--- config.mk ---
export PLATFORM = sky130hd
export DESIGN_NAME = ps2_key_serializer_flat
export DESIGN_NICKNAME = d
export VERILOG_FILES = /design/src/rtl/ps2_key_serializer_if.sv /design/src/rtl/ps2_key_serializer.sv /design/src/flat_wrapper.sv
export SDC_FILE = /design/constraint.sdc
export NUM_CORES = 1
export LEC_CHECK = 0
export CORE_MARGIN = 2
export CORE_UTILIZATION = 55
export CTS_CLUSTER_DIAMETER = 120
export DETAILED_ROUTE_END_ITERATION = 7
export PLACE_DENSITY = 0.83
export SLEW_MARGIN = 10
export SYNTH_ARGS = -nofsm -noshare
export SYNTH_HDL_FRONTEND = slang
export SYNTH_SLANG_ARGS = --single-unit
--- constraint.sdc ---
create_clock -name clk50 -period 2.5 [get_ports clk50]
set_clock_uncertainty 0.05 [all_clocks]
set_input_delay 0.75 -clock clk50 [delete_from_list [all_inputs] [get_ports clk50]]
set_output_delay 0.75 -clock clk50 [all_outputs]
set_load 0.02 [all_outputs]
--- src/rtl/ps2_key_serializer_if.sv ---
// ps2_key_serializer_if
// Key-event input and PS/2 line outputs of ps2_key_serializer, bundled as one port.
//   ps2_key  [10] toggles once per event, [9] pressed, [8] extended, [7:0] scan code
//   ps2_clk  emulated PS/2 clock, idle high
//   ps2_data emulated PS/2 data, idle high
//   busy     a sequence is in flight or events are waiting
//   overflow one-cycle pulse per dropped event
// master: the event source (hps_io side). slave: the serializer.
interface ps2_key_serializer_if;
  logic [10:0] ps2_key;
  logic        ps2_clk;
  logic        ps2_data;
  logic        busy;
  logic        overflow;

  modport master (
    output ps2_key,
    input  ps2_clk, ps2_data, busy, overflow
  );

  modport slave (
    input  ps2_key,
    output ps2_clk, ps2_data, busy, overflow
  );
endinterface

--- src/rtl/ps2_key_serializer.sv ---
// ps2_key_serializer
// Converts hps_io key events into PS/2 device-to-host frames on a ps2_clk /
// ps2_data pair. Each event expands to E0 (extended), F0 (release), then the
// scan code; every byte is sent as an 11-bit frame {stop, odd parity, d7..d0,
// start}, LSB first, followed by GAP idle cycles with both lines high.
//
// Build option: define PS2_EVQ_EN to buffer events in a 2**FIFO_AW deep queue.
// Without it, a single holding register accepts an event only while empty.
//
// Ports:
//   clk50    system clock (only clock)
//   reset_n  asynchronous active-low reset; lines go high at once, queue flushed
//   bus      ps2_key_serializer_if.slave (ps2_key in; ps2_clk, ps2_data, busy,
//            overflow out)
module ps2_key_serializer #(
  parameter int HALF    = 2000,  // clk50 cycles per PS/2 clock half-period
  parameter int GAP     = 4000,  // idle cycles between bytes
  parameter int FIFO_AW = 3      // log2 of event-queue depth
) (
  input  logic                clk50,
  input  logic                reset_n,
  ps2_key_serializer_if.slave bus
);

  localparam int CNT_MAX = (HALF > GAP) ? HALF : GAP;
  localparam int CNT_W   = $clog2(CNT_MAX + 1);
  localparam logic [CNT_W-1:0] HALF_LAST = CNT_W'(HALF - 1);
  // The LOAD cycle that follows GAP still has both lines high, so GAP itself
  // ends one cycle early to keep the idle stretch exactly GAP cycles long.
  localparam logic [CNT_W-1:0] GAP_LAST  = CNT_W'((GAP >= 2) ? GAP - 2 : 0);

  typedef enum logic [1:0] {
    ST_IDLE,
    ST_LOAD,
    ST_BIT,
    ST_GAP
  } state_t;

  // Event detect
  logic       r_armed;
  logic       r_shadow;
  logic       r_evt_vld;
  logic [9:0] r_evt;

  // Queue
  logic [FIFO_AW:0] r_count;
  logic             r_overflow;
  logic             w_push;
  logic             w_pop;
  logic             w_q_vld;
  logic [9:0]       w_q_data;

  // Sequencer
  state_t           r_state;
  logic [CNT_W-1:0] r_cnt;
  logic [3:0]       r_bit;
  logic [9:0]       r_frame;   // frame bits still to send, bit 0 next
  logic             r_need_e0;
  logic             r_need_f0;
  logic             r_last;
  logic [7:0]       r_code;
  logic             r_ps2_clk;
  logic             r_ps2_data;
  logic [7:0]       w_byte;
  logic [10:0]      w_frame;

  // ---------------------------------------------------------------------------
  // Event detect. The first cycle after reset only loads the shadow, so the
  // level of ps2_key[10] at reset release never counts as a toggle.
  // ---------------------------------------------------------------------------
  // NOTE: state registers use non-blocking assignments so every flop samples
  // the pre-edge values of the others, independent of statement order.
  always_ff @(posedge clk50 or negedge reset_n) begin
    if (!reset_n) begin
      r_armed   <= 1'b0;
      r_shadow  <= 1'b0;
      r_evt_vld <= 1'b0;
      r_evt     <= '0;
    end else begin
      r_armed   <= 1'b1;
      r_shadow  <= bus.ps2_key[10];
      r_evt_vld <= r_armed && (bus.ps2_key[10] != r_shadow);
      r_evt     <= bus.ps2_key[9:0];
    end
  end

  // ---------------------------------------------------------------------------
  // Queue: occupancy count and drop pulse are shared; storage depends on build.
  // ---------------------------------------------------------------------------
  assign w_pop   = (r_state == ST_IDLE) && w_q_vld;
  assign w_q_vld = (r_count != '0);

`ifdef PS2_EVQ_EN
  localparam logic [FIFO_AW:0] DEPTH = {1'b1, {FIFO_AW{1'b0}}};

  logic [9:0]         r_mem [0:(1 << FIFO_AW) - 1];
  logic [FIFO_AW-1:0] r_wr_ptr;
  logic [FIFO_AW-1:0] r_rd_ptr;

  // A full queue still takes a write when IDLE pops in the same cycle.
  assign w_push   = r_evt_vld && ((r_count != DEPTH) || w_pop);
  assign w_q_data = r_mem[r_rd_ptr];

  // NOTE: the storage array has no reset; the count and pointers alone decide
  // which entries are valid, so flushing them empties the queue.
  always_ff @(posedge clk50) begin
    if (w_push) r_mem[r_wr_ptr] <= r_evt;
  end

  always_ff @(posedge clk50 or negedge reset_n) begin
    if (!reset_n) begin
      r_wr_ptr <= '0;
      r_rd_ptr <= '0;
    end else begin
      if (w_push) r_wr_ptr <= r_wr_ptr + 1'b1;
      if (w_pop)  r_rd_ptr <= r_rd_ptr + 1'b1;
    end
  end
`else
  logic [9:0] r_hold;

  // Accept only into an empty register; a pop in the same cycle does not help.
  assign w_push   = r_evt_vld && (r_count == '0);
  assign w_q_data = r_hold;

  always_ff @(posedge clk50 or negedge reset_n) begin
    if (!reset_n) r_hold <= '0;
    else if (w_push) r_hold <= r_evt;
  end
`endif

  always_ff @(posedge clk50 or negedge reset_n) begin
    if (!reset_n) begin
      r_count    <= '0;
      r_overflow <= 1'b0;
    end else begin
      r_overflow <= r_evt_vld && !w_push;
      case ({w_push, w_pop})
        2'b10:   r_count <= r_count + 1'b1;
        2'b01:   r_count <= r_count - 1'b1;
        default: r_count <= r_count;
      endcase
    end
  end

  // ---------------------------------------------------------------------------
  // Byte selection: pending prefixes go first, the scan code last.
  // ---------------------------------------------------------------------------
  always_comb begin
    // NOTE: assign a default before any branch so no path holds the old value,
    // which would infer a latch.
    w_byte = r_code;
    if (r_need_e0)      w_byte = 8'hE0;
    else if (r_need_f0) w_byte = 8'hF0;
  end

  assign w_frame = {1'b1, ~^w_byte, w_byte, 1'b0};

  // ---------------------------------------------------------------------------
  // Sequencer
  // ---------------------------------------------------------------------------
  always_ff @(posedge clk50 or negedge reset_n) begin
    if (!reset_n) begin
      r_state    <= ST_IDLE;
      r_cnt      <= '0;
      r_bit      <= '0;
      r_frame    <= '1;
      r_need_e0  <= 1'b0;
      r_need_f0  <= 1'b0;
      r_last     <= 1'b0;
      r_code     <= '0;
      r_ps2_clk  <= 1'b1;
      r_ps2_data <= 1'b1;
    end else begin
      case (r_state)
        ST_IDLE: begin
          if (w_q_vld) begin
            r_need_e0 <= w_q_data[8];
            r_need_f0 <= ~w_q_data[9];
            r_code    <= w_q_data[7:0];
            r_state   <= ST_LOAD;
          end
        end

        ST_LOAD: begin
          r_ps2_data <= w_frame[0];           // start bit, clock stays high
          r_ps2_clk  <= 1'b1;
          r_frame    <= w_frame[10:1];
          r_bit      <= '0;
          r_cnt      <= '0;
          r_last     <= !(r_need_e0 || r_need_f0);
          if (r_need_e0) r_need_e0 <= 1'b0;
          else           r_need_f0 <= 1'b0;
          r_state    <= ST_BIT;
        end

        ST_BIT: begin
          if (r_cnt != HALF_LAST) begin
            r_cnt <= r_cnt + 1'b1;
          end else begin
            r_cnt <= '0;
            if (r_ps2_clk) begin
              r_ps2_clk <= 1'b0;              // data already stable
            end else begin
              // Rising clock edge: next bit goes out with the high phase.
              r_ps2_clk <= 1'b1;
              if (r_bit == 4'd10) begin
                r_ps2_data <= 1'b1;
                r_state    <= ST_GAP;
              end else begin
                r_bit      <= r_bit + 1'b1;
                r_ps2_data <= r_frame[0];
                r_frame    <= {1'b1, r_frame[9:1]};
              end
            end
          end
        end

        ST_GAP: begin
          if (r_cnt != GAP_LAST) begin
            r_cnt <= r_cnt + 1'b1;
          end else begin
            r_cnt   <= '0;
            r_state <= r_last ? ST_IDLE : ST_LOAD;
          end
        end

        default: r_state <= ST_IDLE;
      endcase
    end
  end

  assign bus.ps2_clk  = r_ps2_clk;
  assign bus.ps2_data = r_ps2_data;
  assign bus.busy     = (r_state != ST_IDLE) || w_q_vld;
  assign bus.overflow = r_overflow;

endmodule

--- src/flat_wrapper.sv ---
// flat-port wrapper written by rule: the top's interface ports become plain ports
module ps2_key_serializer_flat 
#(
  parameter int HALF    = 2000,                                            
  parameter int GAP     = 4000,                              
  parameter int FIFO_AW = 3                                  
)
  (clk50, reset_n, bus_ps2_key, bus_ps2_clk, bus_ps2_data, bus_busy, bus_overflow);
  ps2_key_serializer_if bus_i ();
  input  logic clk50;
  input  logic reset_n;
  input wire logic [$bits(bus_i.ps2_key)-1:0] bus_ps2_key;
  output wire logic [$bits(bus_i.ps2_clk)-1:0] bus_ps2_clk;
  output wire logic [$bits(bus_i.ps2_data)-1:0] bus_ps2_data;
  output wire logic [$bits(bus_i.busy)-1:0] bus_busy;
  output wire logic [$bits(bus_i.overflow)-1:0] bus_overflow;
  assign bus_i.ps2_key = bus_ps2_key;
  assign bus_ps2_clk = bus_i.ps2_clk;
  assign bus_ps2_data = bus_i.ps2_data;
  assign bus_busy = bus_i.busy;
  assign bus_overflow = bus_i.overflow;
  ps2_key_serializer #(.HALF(HALF), .GAP(GAP), .FIFO_AW(FIFO_AW)) u_core (.clk50(clk50), .reset_n(reset_n), .bus(bus_i));
endmodule
==> results of run 1 <==
==> synthesized netlist by cell type (3+ instances only) <==
cell / instances
sky130_fd_sc_hd__a21o_1: 4
sky130_fd_sc_hd__a21oi_1: 17
sky130_fd_sc_hd__a22o_1: 6
sky130_fd_sc_hd__a22oi_1: 5
sky130_fd_sc_hd__a31oi_1: 3
sky130_fd_sc_hd__and3_1: 3
sky130_fd_sc_hd__clkbuf_1: 5
sky130_fd_sc_hd__dfrtp_1: 57
sky130_fd_sc_hd__dfstp_2: 11
sky130_fd_sc_hd__ha_1: 9
sky130_fd_sc_hd__inv_1: 8
sky130_fd_sc_hd__mux2_2: 19
sky130_fd_sc_hd__nand2_1: 20
sky130_fd_sc_hd__nand3_1: 11
sky130_fd_sc_hd__nand4_1: 3
sky130_fd_sc_hd__nor2_1: 24
sky130_fd_sc_hd__nor3_1: 11
sky130_fd_sc_hd__o21ai_0: 6
sky130_fd_sc_hd__o22ai_1: 4
sky130_fd_sc_hd__xnor2_1: 9
sky130_fd_sc_hd__xor2_1: 4
==> timing repair <==
action	in CTS	in global routing
buffers inserted	0	0
endpoints found under the hold margin	0	0
resized for setup	2	0
endpoints found under the setup margin	1	0
==> report_power, final <==
part           switching (mW)  internal, mW
clock                   0.456         0.578
combinational           0.899         0.759
sequential              0.271          1.48
total                    1.63          2.81
==> worst max-delay path, stage by stage (launching register included) <==
cell	delay, ns
sky130_fd_sc_hd__dfrtp_1	0.44
sky130_fd_sc_hd__nor4_2	0.34
sky130_fd_sc_hd__nand2_1	0.13
sky130_fd_sc_hd__dlygate4sd2_1	0.34
==> cells by family (layout without fill, tap and decap cells) <==
family	Yosys count	after routing	share of synthesized area, %
XOR/XNOR	13	13	3.64
AND/OR/NAND/NOR	94	94	15.5
other	1	1	0.120
AO/OA/AOI/OAI	56	56	12.2
flip-flops	68	68	54.9
buffers and inverters	17	48	2.60
multiplexers	21	21	7.49
adder cells (fa/ha/maj)	9	9	3.60
==> cell type report <==
cell class / count / area, um2
Clock buffer: 9 / 124
Clock inverter: 7 / 106
Fill cell: 403 / 1880
Inverter: 8 / 30.0
Multi-Input combinational cell: 194 / 1340
Sequential cell: 68 / 1720
Tap cell: 72 / 90.1
Timing Repair Buffer: 24 / 226
==> state kept, by name (all words and copies together) (netlist names) <==
signal / count
u_core.r_evt: 10
u_core.r_cnt: 12
u_core.r_count: 4
u_core.r_need_f0: 1
u_core.bus.overflow: 1
u_core.r_last: 1
u_core.r_code: 8
u_core.r_need_e0: 1
u_core.r_shadow: 1
u_core.bus.ps2_clk: 1
u_core.r_frame: 9
u_core.r_bit: 4
u_core.r_armed: 1
u_core.r_hold: 10
u_core.r_evt_vld: 1
u_core.r_state: 2
u_core.bus.ps2_data: 1
==> metal layers <==
layer,vias to the layer above,GRT usage (%)
li1,1054,-
met1,1050,29.0
met2,70,32.2
met3,11,6.45
met4,0,8.10
met5,-,0
==> final timing paths <==
kind,start,to,slack [ns],cells after the start
setup / recovery,u_core.r_count[1]$_DFFE_PN0P_,bus_busy,0.11,3
hold / removal,reset_n,u_core.r_cnt[4]$_DFFE_PN0N_,0.26,1
setup reg to reg,u_core.r_cnt[0]$_DFFE_PN0N_,u_core.r_frame[1]$_DFFE_PN1P_,0.21,6
hold reg to reg,u_core.r_armed$_DFF_PN0_,u_core.r_evt_vld$_DFF_PN0_,0.41,1
max in group asynchronous,reset_n,u_core.r_frame[5]$_DFFE_PN1P_,1.48,2
min in group clk50,u_core.r_armed$_DFF_PN0_,u_core.r_evt_vld$_DFF_PN0_,0.41,1
==> stage by stage <==
step,cell area (um2),setup slack [ns],hold slack (ns),cells
after CTS,3630,0.104,0.274,382
after global placement,3390,0.212,0.391,366
after global routing,3630,0.00823,0.283,382
final,3630,0.105,0.263,382
after floorplan,3130,0.234,0.378,279
after detailed placement,3390,0.195,0.402,366
==> key figures, run 1 <==
Synth
  – Share of the yosys chip area belonging to registers: 54.9%
  – Proportion of register bits with asynchronous set or reset after synthesis: 100%
  – Syn Inst Count: approximately 280
  – EDFF count, synth: 0
  – Mapped Avg Cell Area: between 10 and 15 um2
  – Dominant synthesized flop cell: sky130_fd_sc_hd__dfrtp_1
  – Post-synthesis cell type count: 52
  – Synth area leaders: sky130_fd_sc_hd__dfrtp_1 (46%), sky130_fd_sc_hd__dfstp_2 (9.2%), sky130_fd_sc_hd__mux2_2 (6.8%), sky130_fd_sc_hd__ha_1 (3.6%), sky130_fd_sc_hd__nor2_1 (2.9%)
  – Register bit total from synthesis: 68
  – Syn nets: 301
  – Area share of the largest cell type after synthesis: 45.6%
  – Yosys top cell by area: sky130_fd_sc_hd__dfrtp_1
  – Yosys warns: 0
  – Mapped Area: around 3100 um2

STA
  – Setup TNS: 0 ns
  – Max-slew headroom at the worst pin: between 60% and 70%
  – Measured slew at the worst slew-check pin: 0.492 ns
  – Final slew viol count: 0
  – Number of hold violations in the final report: 0
  – Min Clock Period, post-route: 2.39 ns
  – RSZ-0062 raised after global routing: false
  – Final-report setup violation count: 0
  – Maximum achievable frequency: 418 MHz
  – Post-route clock period utilization: between 90% and 100%

Final layout
  – Commonest non-fill, non-tap cell in the layout: sky130_fd_sc_hd__dfrtp_1
  – Net count of the finished layout: 327
  – Final standard cell utilization of the core: between 60% and 70%
  – Most frequent cells in the layout: sky130_fd_sc_hd__dfrtp_1 (57), sky130_fd_sc_hd__nor2_1 (24), sky130_fd_sc_hd__nand2_1 (20)
  – Share of cells above drive strength 1: 19.7%
  – Number of inserted diodes: 0
  – Area added between synthesis and finish: 16.1%

Floorplanning
  – Core Box Area: 5510 um2
  – Width of the die: roughly 79 um
  – FP Rows: 27
  – Die Footprint: 6300 um2
  – Initial core utilization: 56.8%
  – Number of primary I/O pins: 17
  – Vert. Die Dim: 79.4 um

Route
  – Met2 wire length: approximately 2.8 mm
  – Detail Route Antenna Nets: 0
  – Top layer used by detailed routing: met4
  – Routed wire per std cell: 15.4 um
  – Routed length on met1: about 2.7 mm
  – Initial drt markers: 165
  – Met3 layer wire length in the routed design: roughly 270 um
  – Avg Vias per Cell: 5.72
  – Remaining DRCs: 0
  – Vias after detailed routing: around 2200
  – WL final: 5.88 mm
  – Length of the first detailed-routing pass in iterations: 4

Worst hold path
  – Path type of the worst min-delay path: input pin to asynchronous set/reset pin

Setup path
  – Class of the most critical setup path: flip-flop to output pin
  – Peak fanout along the critical path: 7
  – Arrival time at the worst endpoint: between 1.5 and 2 ns
  – Element type at the critical path start: flip-flop
  – Required @ worst endpoint: ~1.7 ns
  – Capturing element type of the critical path: output pin

CTS
  – Level count of the clock H-tree: 3
  – Inserted Clock Buffers: 9
  – Hold Buf Count CTS: 0
  – Clock root buffer: sky130_fd_sc_hd__clkbuf_8
  – Clock input transition at the sequential cells of the worst setup and hold paths: 0.08 ns
  – Buffers from clock root to sink, at most: 2
  – Clk_lat worst skew: 0.35 ns
  – Clock sink total: between 60 and 70
  – TritonCTS clock tree: done

Global route
  – Vias in the first global route: 2096
  – Wire length of the first global-routing pass: 10.1 mm
  – Total gr overflow: 0
  – Tot GR Track Use: 21.3%
  – Largest net degree at the start of global routing: 53
  – Number of antenna violations at the first check in global routing: 0

Power and ir drop
  – Worst voltage drop across the vdd grid: between 900 and 1000 uV
  – Total power divided by cell area: 1220 nW/um2
  – Total power of the final layout: 4.44 mW
  – Total leakage power: 1.57 nW

Status
  – Status: complete, no violations

Place
  – Detailed placer's ending HPWL: approximately 3.8 mm
  – Final RePlAce weighted congestion: 0.815
  – Count of buffers inserted at the top-level ports: 16

Run
  – Max_cap viols: 0
Note: power is estimated with default switching activity, not from simulation.
==> run 2: changes to the inputs <==
--- a/config.mk
+++ b/config.mk
@@ -5,11 +5,13 @@
 export SDC_FILE = /design/constraint.sdc
 export NUM_CORES = 1
 export LEC_CHECK = 0
+export CELL_PAD_IN_SITES_DETAIL_PLACEMENT = 0
+export CELL_PAD_IN_SITES_GLOBAL_PLACEMENT = 1
 export CORE_MARGIN = 2
-export CORE_UTILIZATION = 55
+export CORE_UTILIZATION = 48
 export CTS_CLUSTER_DIAMETER = 120
 export DETAILED_ROUTE_END_ITERATION = 7
-export PLACE_DENSITY = 0.83
+export PLACE_DENSITY = 0.88
 export SLEW_MARGIN = 10
 export SYNTH_ARGS = -nofsm -noshare
 export SYNTH_HDL_FRONTEND = slang
==> run 2 against run 1 <==
First-iteration DRC count fell by 0.61%; global-route usage fell by 3.7 points; flip-flop and latch count is the same; highest routed layer unchanged; worst setup slack got worse by 0.026 ns; sequential power about the same; wire length down 2.7%; critical path type unchanged.
==> key figures, run 2 (same netlist as run 1, synthesis figures left out) <==
Setup path
  – Arrival time at the worst endpoint: 1.62 ns (+0.03 ns)
  – Peak fanout along the critical path: 7 (unchanged)
  – Class of the most critical setup path: flip-flop to output pin
  – Required @ worst endpoint: 1.70 ns (about the same)
  – Capturing element type of the critical path: output pin
  – Element type at the critical path start: flip-flop

Global route
  – Wire length of the first global-routing pass: 10.0 mm (-0.63%)
  – Total gr overflow: 0 (unchanged)
  – Tot GR Track Use: 17.6% (-3.7 points)
  – Number of antenna violations at the first check in global routing: 0 (unchanged)
  – Largest net degree at the start of global routing: 26 (-51%)
  – Vias in the first global route: 2097 (+0.048%)

Final layout
  – Area added between synthesis and finish: 16.2%
  – Most frequent cells in the layout: sky130_fd_sc_hd__dfrtp_1 (57), sky130_fd_sc_hd__nor2_1 (24), sky130_fd_sc_hd__nand2_1 (20)
  – Commonest non-fill, non-tap cell in the layout: sky130_fd_sc_hd__dfrtp_1
  – Number of inserted diodes: 0 (unchanged)
  – Final standard cell utilization of the core: 57.5% (-8.3 points)
  – Max FFs per register: 12 (unchanged)
  – Final standard cell count with taps included and fillers excluded: 388 (+1.6%)
  – Filler instances: 536 (+33%)
  – Share of cells above drive strength 1: 20.3% (+0.58 points)
  – Biggest register: u_core.r_cnt
  – Largest registers: u_core.r_cnt x12, u_core.r_evt x10, u_core.r_hold x10
  – Final standard cell area without fillers: 3630 um2 (+0.14%)
  – Net count of the finished layout: 328 (+0.31%)

CTS
  – Buffers from clock root to sink, at most: 2 (unchanged)
  – TritonCTS clock tree: done
  – Number of post-CTS setup repair buffers: 0 (unchanged)
  – Level count of the clock H-tree: 3 (unchanged)
  – Clock input transition at the sequential cells of the worst setup and hold paths: 0.08 ns (about the same)
  – Clock root buffer: sky130_fd_sc_hd__clkbuf_8
  – Inserted Clock Buffers: 9 (unchanged)
  – Clk_lat worst skew: 0.34 ns (about the same)
  – Clock sink total: 68 (unchanged)
  – Hold Buf Count CTS: 0 (unchanged)

Route
  – Met3 layer wire length in the routed design: 231 um (-15%)
  – Vias after detailed routing: 2179 (-0.27%)
  – Routed wire per std cell: 14.8 um (-4.2%)
  – Top layer used by detailed routing: met4
  – Detail Route Antenna Nets: 0 (unchanged)
  – Initial drt markers: 164 (-0.61%)
  – Routed length on met1: 2.69 mm (+0.60%)
  – Avg Vias per Cell: 5.62 (-1.8%)
  – WL final: 5.72 mm (-2.7%)
  – Length of the first detailed-routing pass in iterations: 4 (unchanged)
  – Remaining DRCs: 0 (unchanged)
  – Met2 wire length: 2.73 mm (-3.7%)

STA
  – Number of hold violations in the final report: 0 (unchanged)
  – Final-report setup violation count: 0 (unchanged)
  – Setup TNS: 0 ns (unchanged)
  – Max-slew headroom at the worst pin: 66.1% (-0.85 points)
  – Final slew viol count: 0 (unchanged)
  – Post-route clock period utilization: 96.8% (+1.0 points)
  – RSZ-0062 raised after global routing: false
  – Maximum achievable frequency: 413 MHz (-1.1%)
  – Measured slew at the worst slew-check pin: 0.508 ns (+0.0165 ns)
  – Min Clock Period, post-route: 2.42 ns (+0.0255 ns)

Run
  – Max_cap viols: 0 (unchanged)

Power and ir drop
  – Worst voltage drop across the vdd grid: 861 uV (-11%)
  – Total leakage power: 1.56 nW (-0.39%)
  – Total power divided by cell area: 1180 nW/um2 (-3.2%)

Place
  – Detailed placer's ending HPWL: 3.93 mm (+2.4%)
  – Post-detailed-placement cell area: 3410 um2 (+0.41%)
  – Final RePlAce weighted congestion: 0.810 (-0.71%)
  – Dpl cells: 372 (+1.6%)
  – Count of buffers inserted at the top-level ports: 16 (unchanged)

Floorplanning
  – FP Rows: 29 (+7.4%)
  – Initial core utilization: 49.5% (-7.3 points)
  – Vert. Die Dim: 84.7 um (+6.7%)
  – Width of the die: 84.7 um (+6.7%)
  – Core Box Area: 6310 um2 (+15%)
  – Number of primary I/O pins: 17 (unchanged)
  – Die Footprint: 7170 um2 (+14%)

Worst hold path
  – Path type of the worst min-delay path: input pin to asynchronous set/reset pin

Status
  – Status: complete, no violations
[run 2: changes by cell type in the layout (fill, tap and decap cells not counted), sizes merged]
cell    previous run  this run
buf                9        10
clkinv             2         3
bufinv             2         1
[run 2: area by class of cell]
type | count | area (um2) | area share [%]
Clock inverter | 7 | 82.6 | 2.27
Multi-Input combinational cell | 194 | 1350 | 37.1
Inverter | 8 | 30.0 | 0.827
Sequential cell | 68 | 1720 | 47.2
Clock buffer | 9 | 124 | 3.41
Timing Repair Buffer | 25 | 238 | 6.54
Tap cell | 77 | 96.3 | 2.65
[run 2: through the flow]
stage                     setup slack (ns)  hold slack (ns)  power (mW)
after floorplan                      0.234            0.378        2.94
after global routing                0.0203            0.284        4.62
after CTS                           0.0802            0.275        4.30
after detailed placement             0.176            0.396        3.35
after global placement               0.202            0.382        3.29
final                               0.0798            0.277        4.30
[run 2: power by group]
group | switching (mW) | total, mW | internal [mW]
clock network | 0.450 | 0.926 | 0.476
logic | 0.872 | 1.64 | 0.765
registers | 0.263 | 1.74 | 1.47
total | 1.58 | 4.30 | 2.72
[run 2: what timing repair did]
action                                  CTS  global route
endpoints found under the hold margin     0             0
endpoints found under the setup margin    1             2
gates resized for setup                   2             3
[run 2: final timing paths]
check	from	endpoint	slack (ns)	cells past startpoint
min reg2reg	u_core.r_armed$_DFF_PN0_	u_core.r_evt_vld$_DFF_PN0_	0.41	1
max reg2reg	u_core.r_state[0]$_DFFE_PN0P_	u_core.r_count[2]$_DFFE_PN0P_	0.25	9
min	reset_n	u_core.r_cnt[8]$_DFFE_PN0N_	0.28	1
min in group clk50	u_core.r_armed$_DFF_PN0_	u_core.r_evt_vld$_DFF_PN0_	0.41	1
max in group asynchronous	reset_n	u_core.r_hold[9]$_DFFE_PN0P_	1.54	2
max	u_core.r_count[1]$_DFFE_PN0P_	bus_busy	0.08	3
[run 2: routing by layer]
metal  vias up  track usage [%]
met1      1065             24.6
met4         0             7.94
li1       1062                -
met2        46             26.1
met5         -                0
met3         6             4.13
[run 2: worst max-delay path, cell delays in order, from the launching register on]
cell and delay [ns]:
sky130_fd_sc_hd__dfrtp_1 0.47, sky130_fd_sc_hd__nor4_4 0.36, sky130_fd_sc_hd__nand2_1 0.12, sky130_fd_sc_hd__dlygate4sd2_1 0.33
